--- src/rtl/bit_serial_fifo_pkg.sv ---
// Shared sizing and types for the word-in / bit-out transmit FIFO.
// Bit order is selected by BIT_SERIAL_FIFO_MSB_FIRST_EN (undefined: LSB first).
package bit_fifo_pkg;

  localparam int DATA_WIDTH    = 8;
  localparam int ADDR_WIDTH    = 2;
  localparam int DEPTH         = 2 ** ADDR_WIDTH;
  localparam int CNT_WIDTH     = ADDR_WIDTH + 1;
  localparam int BITIDX_WIDTH  = $clog2(DATA_WIDTH);

  typedef logic [ADDR_WIDTH:0]   ptr_t;
  typedef logic [ADDR_WIDTH-1:0] addr_t;
  typedef logic [DATA_WIDTH-1:0] word_t;
  typedef logic [BITIDX_WIDTH-1:0] bitidx_t;

  localparam bitidx_t LAST_BIT = bitidx_t'(DATA_WIDTH - 1);

  // Maps the running bit counter onto the word bit that goes out on the wire.
  function automatic bitidx_t emit_index(input bitidx_t idx);
`ifdef BIT_SERIAL_FIFO_MSB_FIRST_EN
    return LAST_BIT - idx;
`else
    return idx;
`endif
  endfunction

endpackage

--- src/rtl/bit_serial_fifo_if.sv ---
// Push/pop and status bundle of the bit-serial transmit FIFO.
// master drives pushes and pops; slave is the FIFO itself.
interface bit_serial_fifo_if;
  import bit_fifo_pkg::*;

  logic                   inWriteEnable;
  word_t                  inData;
  logic                   inReadEnable;
  logic                   outData;
  logic                   outDone;
  logic [CNT_WIDTH-1:0]   outWriteCount;
  bitidx_t                outReadCount;
  logic                   outFull;
  logic                   outEmpty;
  logic                   outAlmostFull;
  logic                   outAlmostEmpty;
  logic                   outWriteError;
  logic                   outReadError;

  modport master (
    output inWriteEnable, inData, inReadEnable,
    input  outData, outDone, outWriteCount, outReadCount, outFull, outEmpty,
           outAlmostFull, outAlmostEmpty, outWriteError, outReadError
  );

  modport slave (
    input  inWriteEnable, inData, inReadEnable,
    output outData, outDone, outWriteCount, outReadCount, outFull, outEmpty,
           outAlmostFull, outAlmostEmpty, outWriteError, outReadError
  );
endinterface

--- src/rtl/bit_serial_fifo_mem.sv ---
// Simple dual-port word store: synchronous write, asynchronous read.
module bit_serial_fifo_mem
  import bit_fifo_pkg::*;
(
  input  logic  clk,
  input  logic  wr_en_i,
  input  addr_t wr_addr_i,
  input  word_t wr_data_i,
  input  addr_t rd_addr_i,
  output word_t rd_data_o
);

  word_t mem_q [DEPTH];

  // NOTE: storage is deliberately not reset; the pointers alone define which entries are valid.
  always_ff @(posedge clk) begin
    if (wr_en_i) mem_q[wr_addr_i] <= wr_data_i;
  end

  assign rd_data_o = mem_q[rd_addr_i];

endmodule

--- src/rtl/bit_serial_fifo.sv ---
// Word-in, bit-out transmit FIFO: buffers words and emits one bit per read strobe.
// Bit order: LSB first by default, MSB first when BIT_SERIAL_FIFO_MSB_FIRST_EN is defined.
module bit_serial_fifo
  import bit_fifo_pkg::*;
(
  input  logic             inClock,
  input  logic             inReset,
  bit_serial_fifo_if.slave fifo_if
);

  ptr_t    wr_ptr_q, wr_ptr_d;
  ptr_t    rd_ptr_q, rd_ptr_d;
  bitidx_t bit_idx_q, bit_idx_d;
  logic    data_q, data_d;
  logic    done_q, done_d;
  logic    wr_err_q, wr_err_d;
  logic    rd_err_q, rd_err_d;

  ptr_t    occupancy;
  logic    full, empty, push_ok, pop_ok, last_bit;
  word_t   head_word;

  // Wrap bit makes the plain difference a correct 0..DEPTH occupancy.
  assign occupancy = wr_ptr_q - rd_ptr_q;
  assign full      = (occupancy == ptr_t'(DEPTH));
  assign empty     = (occupancy == '0);
  assign push_ok   = fifo_if.inWriteEnable && !full;
  assign pop_ok    = fifo_if.inReadEnable && !empty;
  assign last_bit  = (bit_idx_q == LAST_BIT);

  bit_serial_fifo_mem u_mem (
    .clk       (inClock),
    .wr_en_i   (push_ok),
    .wr_addr_i (wr_ptr_q[ADDR_WIDTH-1:0]),
    .wr_data_i (fifo_if.inData),
    .rd_addr_i (rd_ptr_q[ADDR_WIDTH-1:0]),
    .rd_data_o (head_word)
  );

  // NOTE: every next-state variable gets a default first so no path leaves it unassigned (no latches).
  always_comb begin
    wr_ptr_d  = wr_ptr_q;
    rd_ptr_d  = rd_ptr_q;
    bit_idx_d = bit_idx_q;
    data_d    = data_q;
    done_d    = 1'b0;
    wr_err_d  = fifo_if.inWriteEnable && full;
    rd_err_d  = fifo_if.inReadEnable && empty;

    if (push_ok) wr_ptr_d = wr_ptr_q + ptr_t'(1);

    if (pop_ok) begin
      data_d = head_word[emit_index(bit_idx_q)];
      if (last_bit) begin
        bit_idx_d = '0;
        rd_ptr_d  = rd_ptr_q + ptr_t'(1);
        done_d    = 1'b1;
      end else begin
        bit_idx_d = bit_idx_q + bitidx_t'(1);
      end
    end
  end

  // NOTE: sequential state uses non-blocking assignments so all registers update from pre-edge values.
  always_ff @(posedge inClock or negedge inReset) begin
    if (!inReset) begin
      wr_ptr_q  <= '0;
      rd_ptr_q  <= '0;
      bit_idx_q <= '0;
      data_q    <= 1'b0;
      done_q    <= 1'b0;
      wr_err_q  <= 1'b0;
      rd_err_q  <= 1'b0;
    end else begin
      wr_ptr_q  <= wr_ptr_d;
      rd_ptr_q  <= rd_ptr_d;
      bit_idx_q <= bit_idx_d;
      data_q    <= data_d;
      done_q    <= done_d;
      wr_err_q  <= wr_err_d;
      rd_err_q  <= rd_err_d;
    end
  end

  assign fifo_if.outData        = data_q;
  assign fifo_if.outDone        = done_q;
  assign fifo_if.outWriteCount  = occupancy;
  assign fifo_if.outReadCount   = bit_idx_q;
  assign fifo_if.outFull        = full;
  assign fifo_if.outEmpty       = empty;
  assign fifo_if.outAlmostFull  = (occupancy >= ptr_t'(DEPTH - 1));
  assign fifo_if.outAlmostEmpty = (occupancy <= ptr_t'(1));
  assign fifo_if.outWriteError  = wr_err_q;
  assign fifo_if.outReadError   = rd_err_q;

endmodule
--- src/flat_wrapper.sv ---
// flat-port wrapper written by rule: the top's interface ports become plain ports
module bit_serial_fifo_flat import bit_fifo_pkg::*;
  (inClock, inReset, fifo_if_inWriteEnable, fifo_if_inData, fifo_if_inReadEnable, fifo_if_outData, fifo_if_outDone, fifo_if_outWriteCount, fifo_if_outReadCount, fifo_if_outFull, fifo_if_outEmpty, fifo_if_outAlmostFull, fifo_if_outAlmostEmpty, fifo_if_outWriteError, fifo_if_outReadError);
  bit_serial_fifo_if fifo_if_i ();
  input  logic inClock;
  input  logic inReset;
  input wire logic [$bits(fifo_if_i.inWriteEnable)-1:0] fifo_if_inWriteEnable;
  input wire logic [$bits(fifo_if_i.inData)-1:0] fifo_if_inData;
  input wire logic [$bits(fifo_if_i.inReadEnable)-1:0] fifo_if_inReadEnable;
  output wire logic [$bits(fifo_if_i.outData)-1:0] fifo_if_outData;
  output wire logic [$bits(fifo_if_i.outDone)-1:0] fifo_if_outDone;
  output wire logic [$bits(fifo_if_i.outWriteCount)-1:0] fifo_if_outWriteCount;
  output wire logic [$bits(fifo_if_i.outReadCount)-1:0] fifo_if_outReadCount;
  output wire logic [$bits(fifo_if_i.outFull)-1:0] fifo_if_outFull;
  output wire logic [$bits(fifo_if_i.outEmpty)-1:0] fifo_if_outEmpty;
  output wire logic [$bits(fifo_if_i.outAlmostFull)-1:0] fifo_if_outAlmostFull;
  output wire logic [$bits(fifo_if_i.outAlmostEmpty)-1:0] fifo_if_outAlmostEmpty;
  output wire logic [$bits(fifo_if_i.outWriteError)-1:0] fifo_if_outWriteError;
  output wire logic [$bits(fifo_if_i.outReadError)-1:0] fifo_if_outReadError;
  assign fifo_if_i.inWriteEnable = fifo_if_inWriteEnable;
  assign fifo_if_i.inData = fifo_if_inData;
  assign fifo_if_i.inReadEnable = fifo_if_inReadEnable;
  assign fifo_if_outData = fifo_if_i.outData;
  assign fifo_if_outDone = fifo_if_i.outDone;
  assign fifo_if_outWriteCount = fifo_if_i.outWriteCount;
  assign fifo_if_outReadCount = fifo_if_i.outReadCount;
  assign fifo_if_outFull = fifo_if_i.outFull;
  assign fifo_if_outEmpty = fifo_if_i.outEmpty;
  assign fifo_if_outAlmostFull = fifo_if_i.outAlmostFull;
  assign fifo_if_outAlmostEmpty = fifo_if_i.outAlmostEmpty;
  assign fifo_if_outWriteError = fifo_if_i.outWriteError;
  assign fifo_if_outReadError = fifo_if_i.outReadError;
  bit_serial_fifo u_core (.inClock(inClock), .inReset(inReset), .fifo_if(fifo_if_i));
endmodule
--- config.mk ---
export PLATFORM = sky130hd
export DESIGN_NAME = bit_serial_fifo_flat
export DESIGN_NICKNAME = d
export VERILOG_FILES = /design/src/rtl/bit_serial_fifo_pkg.sv /design/src/rtl/bit_serial_fifo_if.sv /design/src/rtl/bit_serial_fifo_mem.sv /design/src/rtl/bit_serial_fifo.sv /design/src/flat_wrapper.sv
export SDC_FILE = /design/constraint.sdc
export NUM_CORES = 1
export LEC_CHECK = 0
export ABC_AREA = 1
export CAP_MARGIN = 15
export CORE_UTILIZATION = 46
export CTS_CLUSTER_SIZE = 20
export DETAILED_ROUTE_END_ITERATION = 6
export PLACE_DENSITY = 0.71
export SLEW_MARGIN = 15
export SYNTH_ARGS = -nofsm -noshare
export SYNTH_HDL_FRONTEND = slang
export SYNTH_SLANG_ARGS = --single-unit
export TNS_END_PERCENT = 20
--- constraint.sdc ---
create_clock -name inClock -period 2.2 [get_ports inClock]
set_input_delay 0.33 -clock inClock [delete_from_list [all_inputs] [get_ports inClock]]
set_output_delay 0.33 -clock inClock [all_outputs]
set_load 0.02 [all_outputs]
==> results_dict.tcl, run 1 <==
set metrics [dict create \
    min_period_over_period 0.9950 \
    met3_usage 0.03463 \
    slowest_delay_ns 0.39 \
    reg2reg_to "u_core.u_mem.mem_q[2][4]$_DFFE_PP_" \
    synth_top_cell_by_area "edfxtp_1" \
    gr-usage-all-layers 0.1725 \
    antenna_cells 0 \
    ios 26 \
    clkSlewWorstSetupHoldPaths_ns 0.08 \
    die_x_um 70.08 \
    die-area_mm2 0.004911 \
    grt-ovfl-total 0 \
    grt_pass1_vias 1415 \
    worstPathCellList "inv_2 -> ha_4 -> inv_2 -> fa_2 -> inv_2 -> nand2_4 -> nand2_4 -> nor2_2 -> a31oi_2 -> buf_4" \
    layout.nets 269 \
    avgSynthCellArea_um2 10.45 \
    hpwl_um 2708 \
    vias_per_cell 4.937 \
    fp-row-count 24 \
    ys_seq_area_frac 0.6033 \
    startpoint "u_core.wr_ptr_q[0]$_DFFE_PN0N_" \
    start_util 0.4830 \
    power_mw 4.667 \
    cp.arrival_ns 1.86 \
    post-route-min-period_ns 2.189 \
    synth.distinct_cells 24 \
    grt_pass1_wl_um 6492 \
    start_kind "register" \
    hold_buffers 0 \
    r2r_start "u_core.wr_ptr_q[0]$_DFFE_PN0N_" \
    antenna_found_initial 0 \
    status "complete, no violations" \
    synth_area_mm2 0.002132 \
    rrSetupSlack_ns 0.06 \
    first_iter_violations 65 \
    gp_congestion 0.7906 \
    crit_path_frequent_cell "inv_2" \
    min_path_type "primary input to asynchronous set/reset pin" \
    slowest_stage "dfrtp_1" \
    worstPathRequired_ns 1.87 \
    cts_max_level 2 \
    skew_ns 0.01204 \
    hold_viol 0 \
    worstSkewPairLatency_ns 0.29 \
    cp_max_fo 3 \
    fmax_mhz 456.8 \
    yosys.area.top_type_share 0.4507 \
    met2_usage 0.2810 \
    die_h_um 70.08 \
    routed_wl_um 3849 \
    yosysWarnings 0 \
    remaining_drc_errors 0 \
    final_max_slew_viol_count 0 \
    ys_ff_latch 45 \
    port_buffers 25 \
    clock_sinks 45 \
    maxCapViolCount 0 \
    setup_ws_ns 0.01097 \
    cts_tree "done" \
    first_pass_iters 4 \
    syn2layout_area_growth_pct 29.40 \
    stdcell_area_mm2 0.002759 \
    nFillCells 376 \
    p_leak_nw 1.228 \
    yosys-top-cells-area "edfxtp_1, dfrtp_1, nand2_1" \
    cellPowerDensity_mw_per_mm2 1691 \
    antenna_left 0 \
    dr_total_vias 1486 \
    r2r_cells 9 \
    setup_viol 0 \
    grt_max_degree 20 \
    ir_worst_vdd_mv 0.8240 \
    wl_per_cell_um 12.79 \
    gr-usage-met1 0.2172 \
    worst_pin_slew_ns 0.5779 \
    rsz0062_at_grt "yes" \
    root_buffer "clkbuf_8" \
    path_class "register to output pin" \
    busiest_layer "met2" \
    drive_above_1_share 0.2289 \
    clk_path_buf_depth 2 \
    synth_fp_nets 225 \
    placed_cell_area_mm2 0.002586 \
    place_worst_setup_slack_ns -0.1824 \
    max_slew_margin 0.6135 \
    cts_buffers 5 \
    endpoint "fifo_if_outAlmostFull" \
    synth_cells 204 \
    end_kind "output pin" \
    core_area_mm2 0.004414 \
]
## power by group
part	internal, mW	total (mW)	switching (mW)	leakage (nW)
registers	1.18	1.31	0.136	0.455
logic	1.20	2.76	1.56	0.718
clock network	0.337	0.594	0.257	0.0552
total	2.71	4.67	1.96	1.23
## synthesized netlist by cell type (all sizes together)
| master | count |
|---|---|
| a21oi | 1 |
| a31oi | 1 |
| buf | 5 |
| dfrtp | 13 |
| edfxtp | 32 |
| fa | 1 |
| ha | 8 |
| inv | 32 |
| nand2 | 66 |
| nand3 | 23 |
| nand4 | 1 |
| nor2 | 11 |
| o21ai | 5 |
| xnor2 | 2 |
| xor2 | 3 |
## critical path, delay by kind of cell (launching register included)
family	cells	cell delay, ns
adders and majority gates	2	0.49
AOI/OAI and AO/OA	1	0.13
DFF	1	0.39
and+or+nand+nor	3	0.21
buffers and inverters	4	0.35
## state kept, by name, indices dropped and copies added (netlist names)
register / cells
u_core.u_mem.mem_q: 32
u_core.fifo_if.outWriteError: 1
u_core.fifo_if.outDone: 1
u_core.fifo_if.outReadCount: 3
u_core.wr_ptr_q: 3
u_core.fifo_if.outData: 1
u_core.fifo_if.outReadError: 1
u_core.rd_ptr_q: 3
## layer usage
metal,wire (µm),vias up
li1,-,737
met4,55,0
met1,1684,706
met5,0,-
met3,132,4
met2,1978,39
## worst min-delay path by stage
| stage | start | end | cells after the start |
|---|---|---|---|
| 2_1_floorplan | inReset | u_core.fifo_if.outData$_DFFE_PN0P_ | 0 |
| 3_3_place_gp | u_core.fifo_if.outData$_DFFE_PN0P_ | u_core.fifo_if.outData$_DFFE_PN0P_ | 2 |
| 3_5_place_dp | u_core.fifo_if.outData$_DFFE_PN0P_ | u_core.fifo_if.outData$_DFFE_PN0P_ | 2 |
| 4_1_cts | inReset | u_core.fifo_if.outData$_DFFE_PN0P_ | 1 |
| 5_1_grt | inReset | u_core.fifo_if.outData$_DFFE_PN0P_ | 1 |
| 6_report | inReset | u_core.fifo_if.outReadCount[1]$_DFFE_PN0P_ | 1 |
## kinds of logic (layout without fill, tap and decap cells)
kind of cell	Yosys count	in the layout	synth area share
and+or+nand+nor	101	101	0.2271
DFF	45	45	0.6033
buffers and inverters	37	82	0.07042
adders and majority gates	9	9	0.05634
AOI/OAI and AO/OA	7	7	0.01878
xor gates and xnor gates	5	5	0.02407
## cell usage in the layout (no fill, tap or decap), types with 2 or more instances in the layout
master           count
inv_2                8
nor2_2               2
clkbuf_8             5
buf_6                4
nor2_4               4
clkdlybuf4s50_1     19
inv_1               23
nand2_4              3
dfrtp_1             13
o21ai_1              4
ha_1                 7
xor2_1               2
buf_4               14
nand2_1             61
edfxtp_1            32
buf_12               3
nor2_1               4
xnor2_1              2
nand3_1             22
## what timing repair did
| item | in CTS | in global routing |
|---|---|---|
| setup buffers | 0 | 3 |
| endpoints found under the setup margin | 22 | 34 |
| pin swaps | 0 | 4 |
| resized for setup | 23 | 15 |
## layout make-up
type	count	area (µm²)	share of cell area
Sequential cell	45	1286	0.4662
Multi-Input combinational cell	122	763.2	0.2766
Timing Repair Buffer	42	414.1	0.1501
Inverter	32	122.6	0.04444
Clock buffer	6	72.57	0.02630
Tap cell	52	65.06	0.02358
Clock inverter	2	35.03	0.01270
## stage by stage
stage / TNS [ns] / cells / utilization / hold WS (ns)
final: 0 / 301 / 0.6250 / 0.4047
after global routing: -0.1936 / 301 / 0.6250 / 0.4484
after CTS: -0.02037 / 298 / 0.6054 / 0.4265
after detailed placement: -0.9182 / 290 / 0.5859 / 0.4667
after global placement: -0.3924 / 290 / 0.5859 / 0.4676
after floorplan: 0 / 204 / - / 0.03441
Note: power is estimated with default switching activity, not from simulation.
==> run 2, diff against run 1 <==
CORE_UTILIZATION = 49   (was 46)
GPL_ROUTABILITY_DRIVEN = 0   (was unset)
PLACE_DENSITY = 0.74   (was 0.71)
==> results_dict.tcl, run 2 (synthesized netlist as in run 1, its figures left out) <==
set metrics [dict create \
    antenna_found_initial 0 \
    ios 26 \
    top_register "u_core.u_mem.mem_q" \
    p_leak_nw 1.191 \
    antenna_cells 0 \
    routed_wl_um 3897 \
    path_class "register to output pin" \
    port_buffers 25 \
    final_max_slew_viol_count 0 \
    wl_per_cell_um 13.21 \
    tns_ns 0 \
    core_area_mm2 0.004086 \
    start_kind "register" \
    clock_sinks 45 \
    grt_pass1_wl_um 6327 \
    first_pass_iters 4 \
    grt_max_degree 20 \
    die_h_um 67.96 \
    grt-ovfl-total 0 \
    setup_viol 0 \
    fin_util 0.6568 \
    end_kind "output pin" \
    fmax_mhz 457.4 \
    gr-usage-all-layers 0.1934 \
    drive_above_1_share 0.2082 \
    clkSlewWorstSetupHoldPaths_ns 0.08 \
    root_buffer "clkbuf_8" \
    clk_path_buf_depth 2 \
    worstPathRequired_ns 1.87 \
    dr_total_vias 1445 \
    remaining_drc_errors 0 \
    min_period_over_period 0.9937 \
    antenna_left 0 \
    hpwl_um 2674 \
    cts_tree "done" \
    cts_buffers 5 \
    die-area_mm2 0.004619 \
    min_path_type "primary input to asynchronous set/reset pin" \
    cellPowerDensity_mw_per_mm2 1661 \
    worstSkewPairLatency_ns 0.29 \
    syn2layout_area_growth_pct 25.88 \
    fp-row-count 23 \
    worst_pin_slew_ns 0.5604 \
    vias_per_cell 4.898 \
    grt_pass1_vias 1379 \
    hold_viol 0 \
    cp_max_fo 3 \
    skew_ns 0.009349 \
    layout_commonest_cell "nand2_1" \
    layout.nets 265 \
    largest_reg_flops 32 \
    ir_worst_vdd_mv 0.7480 \
    cp.arrival_ns 1.86 \
    first_iter_violations 76 \
    rsz0062_at_grt "yes" \
    maxCapViolCount 0 \
    cts_max_level 2 \
    max_slew_margin 0.6253 \
    hold_buffers 0 \
    die_x_um 67.96 \
    start_util 0.5217 \
    post-route-min-period_ns 2.186 \
    status "complete, no violations" \
    final_cell_mix "nand2_1, edfxtp_1, inv_1, nand3_1, clkdlybuf4s50_1" \
]
-- run 2: layout make-up --
class	instances	area, µm²
flip-flops and latches	45	1286
well taps	50	62.56
repair buffers	38	365.4
clock inverters	2	11.26
multi-input cells	122	763.2
inverters	32	122.6
fillers	332	1403
clock buffers	6	72.57
-- run 2: worst paths after layout --
kind | slack, ns | startpoint | depth (start not counted) | to
min reg2reg | 0.48 | u_core.fifo_if.outData$_DFFE_PN0P_ | 2 | u_core.fifo_if.outData$_DFFE_PN0P_
max | 0.01 | u_core.wr_ptr_q[0]$_DFFE_PN0N_ | 10 | fifo_if_outAlmostFull
min in group inClock | 0.48 | u_core.fifo_if.outData$_DFFE_PN0P_ | 2 | u_core.fifo_if.outData$_DFFE_PN0P_
max reg2reg | 0.07 | u_core.wr_ptr_q[0]$_DFFE_PN0N_ | 9 | u_core.u_mem.mem_q[0][5]$_DFFE_PP_
max in group asynchronous | 1.44 | inReset | 1 | u_core.wr_ptr_q[1]$_DFFE_PN0N_
min | 0.39 | inReset | 1 | u_core.fifo_if.outData$_DFFE_PN0P_
-- run 2: where the power goes --
part | switching, mW | leakage [nW] | internal, mW | total (mW)
combinational | 1.55 | 0.697 | 1.11 | 2.66
clock | 0.263 | 0.0388 | 0.220 | 0.484
sequential | 0.137 | 0.455 | 1.18 | 1.31
-- run 2: per-layer routing --
metal  vias to the layer above  GRT usage  wire (µm)  part of all wire
met5                         -          0          0                 0
met3                         5    0.05000        156             0.040
met1                       674     0.2412       1705              0.44
met4                         0    0.06771         42             0.011
met2                        35     0.3235       1993              0.51
li1                        731          -          -                 -
-- run 2: repair_timing --
action / 4_1_cts / 5_1_grt
pin swaps: 1 / 2
resized for setup: 29 / 9
endpoints found under the setup margin: 30 / 31
setup buffers: 0 / 1
-- run 2: metrics by stage --
stage	hold WS (ns)	cells	cell area [µm²]	setup WS [ns]	total power, mW
3_5_place_dp	0.4653	286	2556	-0.1969	3.896
5_1_grt	0.4319	295	2684	-0.06977	4.784
3_3_place_gp	0.4673	286	2556	-0.1188	3.819
6_report	0.3926	295	2684	0.01391	4.457
2_1_floorplan	0.03441	204	2171	0.01176	2.953
4_1_cts	0.4197	294	2629	-0.01735	4.337
-- run 2: worst max-delay path: stages (launching register included) --
cell and delay [ns]:
dfrtp_1 0.39, inv_2 0.08, ha_4 0.13, inv_2 0.03
fa_2 0.35, inv_2 0.08, nand2_4 0.07, nand2_4 0.10
nor2_2 0.05, a31oi_2 0.13, buf_4 0.16
==> run 3, diff against run 2 <==
SLEW_MARGIN = 20   (was 15)
==> results of run 3 <==
Same layout as run 2: the final DEF is identical, and so are final timing and power.
